`src/rtl/demux_1ton_hs.sv`:
```
// Registered 1-to-N demultiplexer with valid/ready handshakes, a single-entry
// output stage, per-channel transfer counters and an out-of-range drop pulse.
module demux_1ton_hs #(
  parameter int WIDTH = 8,
  parameter int N     = 4,
  parameter int SEL_W = 2,
  parameter int CNT_W = 8,
  parameter int HOLD  = 0
) (
  input  logic                 clk,
  input  logic                 rst_n,
  input  logic                 in_valid,
  output logic                 in_ready,
  input  logic [SEL_W-1:0]     in_sel,
  input  logic [WIDTH-1:0]     in_data,
  output logic [N-1:0]         out_valid,
  input  logic [N-1:0]         out_ready,
  output logic [N*WIDTH-1:0]   out_data,
  output logic                 drop,
  output logic [N*CNT_W-1:0]   xfer_cnt
);

  typedef enum logic {
    EMPTY = 1'b0,
    FULL  = 1'b1
  } state_t;

  localparam logic [SEL_W:0] N_L = (SEL_W+1)'(N);

  state_t            state_p0, state_nxt;
  logic [SEL_W-1:0]  sel_p0;
  logic [N-1:0]      vld_p0, vld_nxt;
  logic              drop_p0;
  logic [WIDTH-1:0]  data_p0 [N];
  logic [CNT_W-1:0]  cnt_p0 [N];

  logic sel_rdy;
  logic in_range;
  logic accept;
  logic load;
  logic deliver;

  // Ready of the channel currently owning the stage; other channels are ignored.
  always_comb begin
    sel_rdy = 1'b0;
    for (int i = 0; i < N; i++) begin
      if (sel_p0 == SEL_W'(i)) sel_rdy = out_ready[i];
    end
  end

  assign in_range = ({1'b0, in_sel} < N_L);
  assign in_ready = (state_p0 == EMPTY) || sel_rdy;
  assign accept   = in_valid && in_ready;
  assign load     = accept && in_range;
  assign deliver  = (state_p0 == FULL) && sel_rdy;

  always_comb begin
    state_nxt = state_p0;
    vld_nxt   = vld_p0;
    case (state_p0)
      EMPTY:   if (load) state_nxt = FULL;
      FULL: begin
        if (load)         state_nxt = FULL;
        else if (deliver) state_nxt = EMPTY;
      end
      default: state_nxt = EMPTY;
    endcase
    if (load) begin
      for (int i = 0; i < N; i++) vld_nxt[i] = (in_sel == SEL_W'(i));
    end else if (deliver) begin
      vld_nxt = '0;
    end
  end

  // Stage p0: control registers of the single-entry output stage
  always_ff @(posedge clk or negedge rst_n) begin
    if (!rst_n) begin
      state_p0 <= EMPTY;
      sel_p0   <= '0;
      vld_p0   <= '0;
      drop_p0  <= 1'b0;
    end else begin
      state_p0 <= state_nxt;
      vld_p0   <= vld_nxt;
      drop_p0  <= accept && !in_range;
      if (load) sel_p0 <= in_sel;
    end
  end

  // Stage p0: per-channel word and completed-transfer counter
  for (genvar i = 0; i < N; i++) begin : g_chan
    always_ff @(posedge clk or negedge rst_n) begin
      if (!rst_n) begin
        data_p0[i] <= '0;
        cnt_p0[i]  <= '0;
      end else begin
        if (load && (in_sel == SEL_W'(i)))   data_p0[i] <= in_data;
        if (deliver && (sel_p0 == SEL_W'(i))) cnt_p0[i] <= cnt_p0[i] + CNT_W'(1);
      end
    end

    if (HOLD != 0) begin : g_hold
      assign out_data[i*WIDTH +: WIDTH] = data_p0[i];
    end else begin : g_mask
      assign out_data[i*WIDTH +: WIDTH] = vld_p0[i] ? data_p0[i] : '0;
    end

    assign xfer_cnt[i*CNT_W +: CNT_W] = cnt_p0[i];
  end

  assign out_valid = vld_p0;
  assign drop      = drop_p0;

endmodule

```
`config.mk`:
```
export PLATFORM = sky130hd
export DESIGN_NAME = demux_1ton_hs
export DESIGN_NICKNAME = d
export VERILOG_FILES = /design/src/rtl/demux_1ton_hs.sv
export SDC_FILE = /design/constraint.sdc
export NUM_CORES = 1
export LEC_CHECK = 0
export ABC_AREA = 1
export CORE_UTILIZATION = 51
export CTS_CLUSTER_SIZE = 40
export DETAILED_ROUTE_END_ITERATION = 8
export HOLD_SLACK_MARGIN = 0.15
export PLACE_DENSITY = 0.87
export SLEW_MARGIN = 40
export SYNTH_ARGS = -nofsm -noshare
export SYNTH_HDL_FRONTEND = slang
export SYNTH_SLANG_ARGS = --single-unit
```
`constraint.sdc`:
```
create_clock -name clk -period 1.74 [get_ports clk]
set_clock_uncertainty 0.05 [all_clocks]
set_input_delay 0.348 -clock clk [delete_from_list [all_inputs] [get_ports clk]]
set_output_delay 0.348 -clock clk [all_outputs]
set_load 0.005 [all_outputs]
```
# Word level (Yosys, flattened, before mapping)
# Index checks and enable logic that the tools add are counted.
[totals]
regBits = 71
in_bits = 17
out_inout_bits = 70
word_cells = 50
[classes]
n_addsub = 4
n_eq_ne = 6
n_mux = 14
bitwise = 1
n_reduce_logical = 14
[op_table]
columns = ["cell", "count"]
rows = [
  ["$add A8 B1 Y8 const B", 4],
  ["$mux W8", 4],
  ["$logic_and A1 B1 Y1", 10],
  ["$eq A2 B2 Y1 const B", 4],
  ["$mux W4", 2],
  ["$mux W1", 7],
  ["$eq A2 B1 Y1 const B", 2],
  ["$logic_not A2 Y1", 2],
  ["$pmux W1 S2", 1],
  ["$reduce_bool A2 Y1", 1],
  ["$logic_or A1 B1 Y1", 1],
  ["$not A1 Y1", 1],
]

# Logic depth before layout (Yosys ltp)
# Gate-level depths: netlist of the first run.
[depth]
ltp_word = 9
ltp_mapped = 9
mapped_depth_nobuf = 8

# Worst setup path after synthesis of the first run
# OpenSTA, ideal clock, no wires.
[synth_path]
path_kind = "flip-flop to output port"
startpoint = "reg sel_p0[1]"
endpoint = "out in_ready"
arrival_ns = 1.128
required_time_ns = 1.342
path_slack_ns = 0.214
stages_incl_launch_ff = 7
path_buffers = 1
cell_sequence = "dfrtp_1 nor2_2 nand2_2 nand3_2 nand2_2 nand2_4 buf_2"
[synth_between]
elab_chain_len = 6
elab_cells_between_ends = 9
classes_between = "eq/ne: 3; mux: 4; reduce/logical: 2"
[synth_lines]
columns = ["item", "line", "rtl"]
rows = [
  ["from (decl)", "31", "logic [SEL_W-1:0] sel_p0;"],
  ["from (signal assigned)", "86", "if (load) sel_p0 <= in_sel;"],
  ["$logic_not A2 Y1", "47", "if (sel_p0 == SEL_W'(i)) sel_rdy = out_ready[i];"],
  ["$mux W1 (3 in a row)", "47", ""],
  ["$mux W1 *", "47", ""],
  ["$logic_or A1 B1 Y1 *", "52", "assign in_ready = (state_p0 == EMPTY) || sel_rdy;"],
  ["to (decl)", "13", "output logic in_ready,"],
]
# Every way passes the cells marked *; elsewhere a longest branch is shown, timed or not.

# Worst setup path after layout of the first run
[layout_path]
startpoint = "reg sel_p0[0]"
endpoint = "out in_ready"
# Same word-level chain as after synthesis.

==> summary.md, run 1 <==
| Metric | Value |
|---|---|
| Status | `complete, but fails checks` |
| Failing checks | `setup timing` |
| R2R Path Start | `sel_p0[0]$_DFFE_PN0P_` |
| GP Congestion | `0.867` |
| Largest delay share family, worst path | `simple AND/OR/NAND/NOR gates` |
| Crit path setup slack, layout | `-0.0554 ns` |
| Reg2Reg Depth | `9` |
| WHS Path Cells | `2` |
| Via count | `around 3600` |
| Leading post-synthesis cells by cell area | `dfrtp_1 (46%), nand2_1 (18%), inv_1 (6.6%)` |
| Met1 Use GR | `around a third` |
| Post-synth EDFFs | `0` |
| Placed Area | `4910 sq um` |
| Core Region | `about 7300 sq um` |
| Final Critical Period | `around 1.8 ns` |
| Vias in the first global route | `3326` |
| GRT Util Overall | `between 20 and 30%` |
| Crit path launch type | `flip-flop` |
| Clock-pin slew of the registers on the worst-case setup and hold paths | `about 0.080 ns` |
| GRT busiest layer | `met2` |
| Hold Crit Endpoint | `data_p0[11]$_DFFE_PN0P_` |
| CP Depth | `5` |
| Syn_area_per_cell | `between 8 and 9 sq um` |
| Final period util | `103%` |
| Initial antenna violation count | `0` |
| Netlist cell types | `30` |
| Max Freq | `557 MHz` |
| Cell Rows | `31` |
| Area delta synth->final | `37.1%` |
| Fill count | `540` |
| Max rail drop VDD | `between 0.8 and 0.9 mV` |
| GRT met3 Usage | `4.71%` |
| Met2 Use GR | `43.5%` |
| YS warnings | `0` |
| CTS Buf Count | `9` |
| Layout Nets | `about 620` |
| Cells after Synth | `approximately 480` |
| WP data required | `1.34 ns` |
| Post-synth top area share | `45.9%` |
| PortBufs | `85` |
| RSZ-0062 raised after global routing | `yes` |
| Post-place setup slack | `-0.321 ns` |
| Critical-path cell list | `nand2_2 -> or2_1 -> nand2_2 -> nand2_4 -> buf_6` |
| HPWL Detailed | `between 6 and 7 mm` |
| Pwr/cell area | `approximately 1400 nW/um^2` |
| Most common cell in the netlist | `nand2_1` |
| Total wire length | `roughly 9.8 mm` |
| Pin count of the biggest net entering global routing | `around 70` |
| Post-synth top flop | `dfrtp_1` |
| Avg WL per Cell | `approximately 14 um` |
| Max-cap violations | `0` |
| Layout cells sized above 1 | `between 15 and 20%` |
| Synthesized net count | `499` |
| Gr ovfl total | `0` |
| DR DRC count | `0` |
| RR Endpoint | `data_p0[30]$_DFFE_PN0P_` |
| TritonCTS Sinks | `71` |
| Final Max Slew Viols | `0` |
| Final Cell Area | `5300 sq um` |
| CP max stage delay | `approximately 0.47 ns` |
| CTS root buffer | `clkbuf_8` |
| Initial DRC count | `152` |
| CP Class | `flip-flop to primary output` |
| HP Class | `flip-flop to flip-flop` |
| Flops & latches, synth | `around 70` |
| Max clock buf depth | `2` |
| Antenna viol nets, final | `0` |
| Wire length of the first global-routing pass | `approximately 15 mm` |
| Final hold slack | `0.425 ns` |
| Reg2Reg Setup Slack | `roughly 0.02 ns` |
| Worst-skew pair later-pin latency | `~0.34 ns` |
| Drt first pass iters | `5` |
| Leak | `a little under 0.003 uW` |
| Seq/Total Area, Yosys | `between 40 and 50%` |
| Element type at the critical path end | `primary output` |
| Critical path launch point | `sel_p0[0]$_DFFE_PN0P_` |
| CP most frequent cell | `nand2_2` |
| Final Hold Viols | `0` |
| WP data arrival | `approximately 1.4 ns` |
| CTS tree | `built` |
| Mapped Area | `3870 sq um` |
| Setup violators final | `1` |
| Crit path buffers/inverters | `1` |
| Slowest CP cell | `dfrtp_2` |
| Origin of the worst min-delay path | `data_p0[11]$_DFFE_PN0P_` |
| Initial Utilization | `a little over half` |
| Die width | `between 80 and 90 um` |
| H-Tree Depth | `3` |
| DIE AREA | `approximately 8000 sq um` |
| Fraction of registers with async set/reset | `100%` |
| Post-synth top cells | `nand2_1 (184), dfrtp_1 (71), inv_1 (68)` |
| Drt via density | `~5.2` |
| Dominant cell type by area after synthesis | `dfrtp_1` |
| I/O pin count | `87` |
| Max FO, Critical Path | `6` |
| Ant diodes | `0` |
| Chip Height | `between 80 and 90 um` |
worst min-delay path, delay by kind of cell (launching register included):
kind | cells | cell delay, ns
flip-flops | 1 | 0.35
AND/OR/NAND/NOR | 2 | 0.10
sequential cells by signal, summed over array words and instances (netlist names):
signal,flops
data_p0,32
out_valid,4
sel_p0,2
xfer_cnt,32
state_p0,1
repair_timing:
| action | CTS | global route |
|---|---|---|
| endpoints found under the hold margin | 71 | 0 |
| resized for setup | 56 | 17 |
| hold buffers | 1 | 0 |
| gates cloned | 0 | 0 |
| buffers inserted | 10 | 8 |
| pin swaps | 4 | 5 |
| setup endpoints to repair | 70 | 62 |
power breakdown:
part	switching (uW)	internal (uW)	total [uW]
logic	1760	1540	3300
registers	506	2250	2750
clock network	596	944	1540
total	2860	4730	7590
area by class of cell:
class	count	area [sq um]	share of cell area (%)
sequential	71	1790	33.8
multi-input combinational	318	1720	32.3
timing repair buffer	125	1170	22.1
inverter	72	270	5.10
clock buffer	11	131	2.48
tap	99	124	2.34
clock inverter	4	95.1	1.79
per-stage QoR:
step / instances / setup TNS [ns] / utilization (%) / power, uW
final: 700 / -0.0554 / 72.7 / 7590
after global routing: 700 / -0.744 / 72.7 / 8090
after CTS: 692 / -0.179 / 71.5 / 7470
after detailed placement: 666 / -12.12 / 67.4 / 5790
after floorplan: 478 / 0 / - / 4480
after global placement: 666 / -10.70 / 67.4 / 5660
worst max-delay path by stage:
| stage | endpoint |
|---|---|
| floorplan | in_ready |
| global placement | in_ready |
| detailed placement | in_ready |
| CTS | out_data[31] |
| global route | in_ready |
| finish | in_ready |
kinds of logic after synthesis:
logic type | Yosys count | share of synthesized area [%]
AND/OR/NAND/NOR | 265 | 32.7
buffers and inverters | 89 | 10.2
flip-flops | 71 | 45.9
AO/OA/AOI/OAI | 25 | 4.69
XOR/XNOR | 23 | 5.21
adder cells (fa/ha/maj) | 4 | 1.29
other | 1 | 0.0969
cell usage in the layout (no fill, tap or decap), types with 2 or more instances in the layout:
cell,n
nand2_1,182
inv_1,68
dfrtp_1,57
clkdlybuf4s50_1,47
nand4_1,37
dlygate4sd2_1,33
buf_4,31
o21ai_2,15
xnor2_1,14
nor2_1,14
dfrtp_2,14
o21ai_1,10
nand3_1,9
xor2_1,9
clkbuf_8,9
nand3_4,8
nand2_2,6
buf_6,5
ha_1,4
buf_12,4
bufinv_16,3
nor2_4,2
inv_2,2
clkinv_1,2
clkbuf_1,2
dlymetal6s2s_1,2
per-layer routing:
layer | up-vias | share of wire, % | wire (um)
met5 | - | 0 | 0
li1 | 1725 | - | -
met1 | 1717 | 41 | 4000
met3 | 24 | 6.5 | 636
met2 | 152 | 50 | 4950
met4 | 0 | 2.4 | 231
No activity file was read; power rests on OpenSTA's default activity.
==> inputs of run 2 (changes only) <==
Settings changed: CAP_MARGIN from default to 20, CORE_UTILIZATION 51 to 55, PLACE_DENSITY 0.87 to 0.92.
Clock period 1.74 ns to 2.1 ns, I/O delays scaled along.
==> run 2 against run 1 <==
Against the previous run: largest cell class unchanged; via count is 3.3% lower; wire length shrank 7.7%; the run now ends clean; count of clock-buffer cells in the layout unchanged; non-clock buffer count is 22 lower; sequential cell count unchanged; clock power decreased by 25%; highest routed layer unchanged.
==> summary.md, run 2 (synthesis results as in run 1) <==
| Metric | Value |
|---|---|
| Area delta synth->final | `31.6%` |
| CTS Buf Count | `9` |
| CTS root buffer | `clkbuf_8` |
| Critical-path cell list | `clkdlybuf4s50_1 -> o21ai_1 -> nand3_2 -> nand2_2 -> nand2_4 -> dlygate4sd2_1` |
| Final Critical Period | `about 2.0 ns` |
| CP Class | `primary input to primary output` |
| Max rail drop VDD | `about 0.62 mV` |
| Slowest CP cell | `clkdlybuf4s50_1` |
| Chip Height | `approximately 86 um` |
| Gr ovfl total | `0` |
| Worst-skew pair later-pin latency | `0.35 ns` |
| Max FO, Critical Path | `2` |
| DIE AREA | `approximately 7400 sq um` |
| Initial DRC count | `about 170` |
| Vias in the first global route | `roughly 3300` |
| Layout cells sized above 1 | `between 10% and 20%` |
| Final Hold Viols | `0` |
| Setup violators final | `0` |
| I/O pin count | `87` |
| Clock-pin slew of the registers on the worst-case setup and hold paths | `around 0.080 ns` |
| GP Congestion | `0.856` |
| HP Class | `flip-flop to flip-flop` |
| Total wire length | `roughly 9.1 mm` |
| Crit path launch type | `primary input` |
| WP data arrival | `roughly 1.6 ns` |
| Leak | `around 0.0026 uW` |
| Core Region | `6790 sq um` |
| DR DRC count | `0` |
| WP data required | `1.63 ns` |
| Pin count of the biggest net entering global routing | `43` |
| Reg2Reg Setup Slack | `slightly below 0.3 ns` |
| Element type at the critical path end | `primary output` |
| PortBufs | `85` |
| HPWL Detailed | `around 6.5 mm` |
| Final Max Slew Viols | `0` |
| H-Tree Depth | `3` |
| Most frequent cells in the layout | `nand2_1 (184), clkdlybuf4s50_1 (83), inv_1 (68)` |
| RSZ-0062 raised after global routing | `no` |
| Cell Rows | `30` |
| Final period util | `a little over nine tenths` |
| GRT Util Overall | `a little over a quarter` |
| Drt first pass iters | `4` |
| Max clock buf depth | `2` |
| Layout Nets | `between 500 and 600` |
| Antenna viol nets, final | `0` |
| Drt via density | `5.18` |
| Commonest non-fill, non-tap cell in the layout | `nand2_1` |
| Pwr/cell area | `approximately 1200 nW/um^2` |
| CTS tree | `built` |
| Crit path setup slack, layout | `0.0671 ns` |
| Status | `finished, final reports clean` |
| Final core utilization | `roughly 75%` |
| Final Cell Area | `~5100 sq um` |
| Power consumption | `5900 uW` |
| Avg WL per Cell | `roughly 13 um` |
| Ant diodes | `0` |
| Die width | `approximately 86 um` |
| Max-cap violations | `0` |
| Initial Utilization | `between 50% and 60%` |
| Via count | `3499` |
| Wire length of the first global-routing pass | `roughly 15 mm` |
| Max Freq | `just under 500 MHz` |
| Initial antenna violation count | `0` |
| TritonCTS Sinks | `71` |
| Placed Area | `around 4800 sq um` |
| Final hold slack | `around 0.43 ns` |
| CP max stage delay | `around 0.43 ns` |
| Post-place setup slack | `-0.162 ns` |
[run 2: changes by cell type in the layout (fill, tap and decap cells not counted), moves of 3 or more]
cell / previous run / this run
clkdlybuf4s50_1: 47 / 83
dlygate4sd2_1: 33 / 1
buf_4: 31 / 16
dfrtp_1: 57 / 67
dfrtp_2: 14 / 4
buf_6: 5 / 0
buf_12: 4 / 1
[run 2: through the flow]
| step | TNS (ns) | instances |
|---|---|---|
| after floorplan | 0 | 478 |
| after global placement | -0.0911 | 655 |
| after detailed placement | -2.02 | 655 |
| after CTS | 0 | 676 |
| after global routing | 0 | 676 |
| final | 0 | 676 |
[run 2: power breakdown]
| group | switching (uW) | total (uW) | internal, uW |
|---|---|---|---|
| clock | 539 | 1160 | 624 |
| sequential | 490 | 2340 | 1850 |
| combinational | 1270 | 2400 | 1130 |
| total | 2300 | 5900 | 3600 |
[run 2: path summary, 6_finish.rpt]
path	to	start	cells past startpoint
setup / recovery	in_ready	out_ready[1]	6
hold / removal	data_p0[26]$_DFFE_PN0P_	data_p0[26]$_DFFE_PN0P_	2
setup reg to reg	data_p0[13]$_DFFE_PN0P_	sel_p0[0]$_DFFE_PN0P_	9
hold reg to reg	data_p0[26]$_DFFE_PN0P_	data_p0[26]$_DFFE_PN0P_	2
max in group asynchronous	sel_p0[1]$_DFFE_PN0P_	rst_n	3
min in group asynchronous	xfer_cnt[18]$_DFFE_PN0P_	rst_n	2
[run 2: area by class of cell]
type	instances	area [sq um]
Sequential cell	71	1780
Multi-Input combinational cell	318	1710
Fill cell	500	1700
Timing Repair Buffer	103	995
Inverter	72	270
Clock buffer	11	151
Tap cell	96	120
Clock inverter	5	63.8
[run 2: metal layers]
layer	wire length, um	track usage (%)	vias up
li1	-	-	1691
met2	4790	46.5	117
met1	3620	31.9	1682
met5	0	0	-
met4	92	6.97	0
met3	562	6.06	9
[run 2: worst max-delay path, delay by kind of cell]
| family | cells | cell delay (ns) |
|---|---|---|
| simple gates | 3 | 0.26 |
| compound gates | 1 | 0.19 |
| buf+inv | 2 | 0.69 |
[run 2: repair_timing]
action,in CTS,in global routing
cloned,0,0
setup endpoints to repair,1,10
hold buffers,1,0
pin swaps,1,0
hold endpoints to repair,15,0
setup buffers,4,0
resized for setup,6,2
==> inputs of run 3 (changes only) <==
Settings changed: CORE_ASPECT_RATIO from default to 1.75, SLEW_MARGIN 40 to default.
==> run 3 against run 2 <==
Against the previous run: critical path depth fell by 1; die area rose by 0.19%; maximum frequency fell by 0.29%; core utilization rose by 0.12 points; worst hold slack got worse by 0.0028 ns; clock power rose by 31%; sequential cell count did not move; first-iteration DRC count fell by 2.9%; critical endpoint unchanged; largest cell class unchanged.
==> summary.md, run 3 (synthesis results as in run 1) <==
| Metric | Value |
|---|---|
| Max clock buf depth | `2` |
| Max FO, Critical Path | `6` |
| Most frequent cells in the layout | `nand2_1 (184), clkdlybuf4s50_1 (83), inv_1 (68)` |
| Post-place setup slack | `-0.152 ns` |
| Vias in the first global route | `between 3000 and 4000` |
| Chip Height | `around 110 um` |
| Ant diodes | `0` |
| WP data required | `~1.6 ns` |
| Final Max Slew Viols | `0` |
| Crit path setup slack, layout | `~0.061 ns` |
| Commonest non-fill, non-tap cell in the layout | `nand2_1` |
| Layout cells sized above 1 | `~12%` |
| WP data arrival | `1.57 ns` |
| Cell Rows | `40` |
| Pwr/cell area | `between 1000 and 1500 nW/um^2` |
| DIE AREA | `between 7000 and 8000 sq um` |
| Leak | `approximately 0.0026 uW` |
| Initial antenna violation count | `0` |
| Core Region | `a little under 7000 sq um` |
| HPWL Detailed | `~7 mm` |
| Die width | `approximately 65 um` |
| RSZ-0062 raised after global routing | `no` |
| Layout Nets | `between 500 and 600` |
| CP Class | `flip-flop to primary output` |
| CTS tree | `built` |
| CTS Buf Count | `9` |
| Final Critical Period | `slightly above 2 ns` |
| Antenna viol nets, final | `0` |
| DR DRC count | `0` |
| TritonCTS Sinks | `between 70 and 80` |
| Finished Layout Cells | `roughly 660` |
| CTS root buffer | `clkbuf_16` |
| Initial Utilization | `about 56%` |
| Avg WL per Cell | `around 14 um` |
| GP Congestion | `roughly 0.83` |
| Clock-pin slew of the registers on the worst-case setup and hold paths | `0.05 ns` |
| PortBufs | `85` |
| Element type at the critical path end | `primary output` |
| Drt via density | `approximately 5.2` |
| GRT Util Overall | `approximately 28%` |
| Status | `finished, final reports clean` |
| Crit path launch type | `flip-flop` |
| Initial DRC count | `167` |
| Wire length of the first global-routing pass | `approximately 16 mm` |
| Area delta synth->final | `33.0%` |
| Total wire length | `9.45 mm` |
| Max-cap violations | `0` |
| Final Hold Viols | `0` |
| Max Freq | `490 MHz` |
| Worst-skew pair later-pin latency | `roughly 0.33 ns` |
| Pin count of the biggest net entering global routing | `47` |
| Via count | `about 3500` |
| Max rail drop VDD | `just over 0.9 mV` |
| Drt first pass iters | `4` |
| Placed cells | `between 600 and 700` |
| I/O pin count | `87` |
| HP Class | `flip-flop to flip-flop` |
| H-Tree Depth | `3` |
| Final period util | `a little over nine tenths` |
| Gr ovfl total | `0` |
| Final setup TNS | `0 ns` |
| Setup violators final | `0` |
==> run 3: cell types whose count changed in the layout (fill, tap and decap cells not counted), moves of 2 or more <==
| cell | delta |
|---|---|
| inv_6 | -2 |
| clkbuf_8 | -9 |
| clkinv_2 | +3 |
| clkbuf_16 | +9 |
==> run 3: final cells by class <==
cell class	count	area, sq um
Clock buffer	11	253
Clock inverter	4	45.0
Fill cell	479	1710
Inverter	72	270
Multi-Input combinational cell	318	1710
Sequential cell	71	1780
Tap cell	84	105
Timing Repair Buffer	102	987
==> run 3: power breakdown <==
part / internal (uW) / total, uW / leakage [uW] / switching [uW]
registers: 1850 / 2340 / 0.000915 / 487
clock network: 970 / 1520 / 0.000151 / 551
logic: 1100 / 2390 / 0.00157 / 1290
==> run 3: repair_timing <==
action / 4_1_cts / 5_1_grt
gates resized for setup: 5 / 2
hold buffers: 1 / 0
setup endpoints to repair: 1 / 2
setup buffers: 2 / 0
hold endpoints to repair: 9 / 0
==> run 3: path summary, 6_finish.rpt <==
kind                                         start                       end  slack [ns]  cells past startpoint
max                          sel_p0[0]$_DFFE_PN0P_                  in_ready        0.06                      5
min                        data_p0[13]$_DFFE_PN0P_   data_p0[13]$_DFFE_PN0P_        0.42                      2
max reg2reg                  sel_p0[0]$_DFFE_PN0P_   data_p0[20]$_DFFE_PN0P_        0.26                      9
min reg2reg                data_p0[13]$_DFFE_PN0P_   data_p0[13]$_DFFE_PN0P_        0.42                      2
max in group asynchronous                    rst_n     sel_p0[1]$_DFFE_PN0P_        0.97                      3
min in group asynchronous                    rst_n  xfer_cnt[23]$_DFFE_PN0P_        0.48                      2
==> run 3: stage by stage <==
stage	hold WS [ns]	power [uW]	util (%)	instance area [sq um]
3_5_place_dp	0.262	4680	70.2	4820
3_3_place_gp	0.260	4540	70.2	4820
6_report	0.425	6250	75.1	5150
2_1_floorplan	0.0744	3710	-	3870
5_1_grt	0.456	6650	75.1	5150
4_1_cts	0.427	6270	75.0	5140
==> run 3: per-layer routing <==
metal / vias to the layer above / wire length, um / global-route usage, % / part of all wire [%]
met1: 1658 / 3460 / 30.2 / 37
li1: 1675 / - / - / -
met4: 0 / 330 / 15.5 / 3.5
met2: 116 / 5290 / 50.6 / 56
met5: - / 0 / 0 / 0
met3: 23 / 374 / 5.14 / 4.0
==> run 3: worst max-delay path: stages, from the launching register on <==
cell	delay (ns)
dfrtp_2	0.45
nand2_1	0.11
or2_1	0.23
nand2_2	0.11
nand2_4	0.06
dlygate4sd2_1	0.27
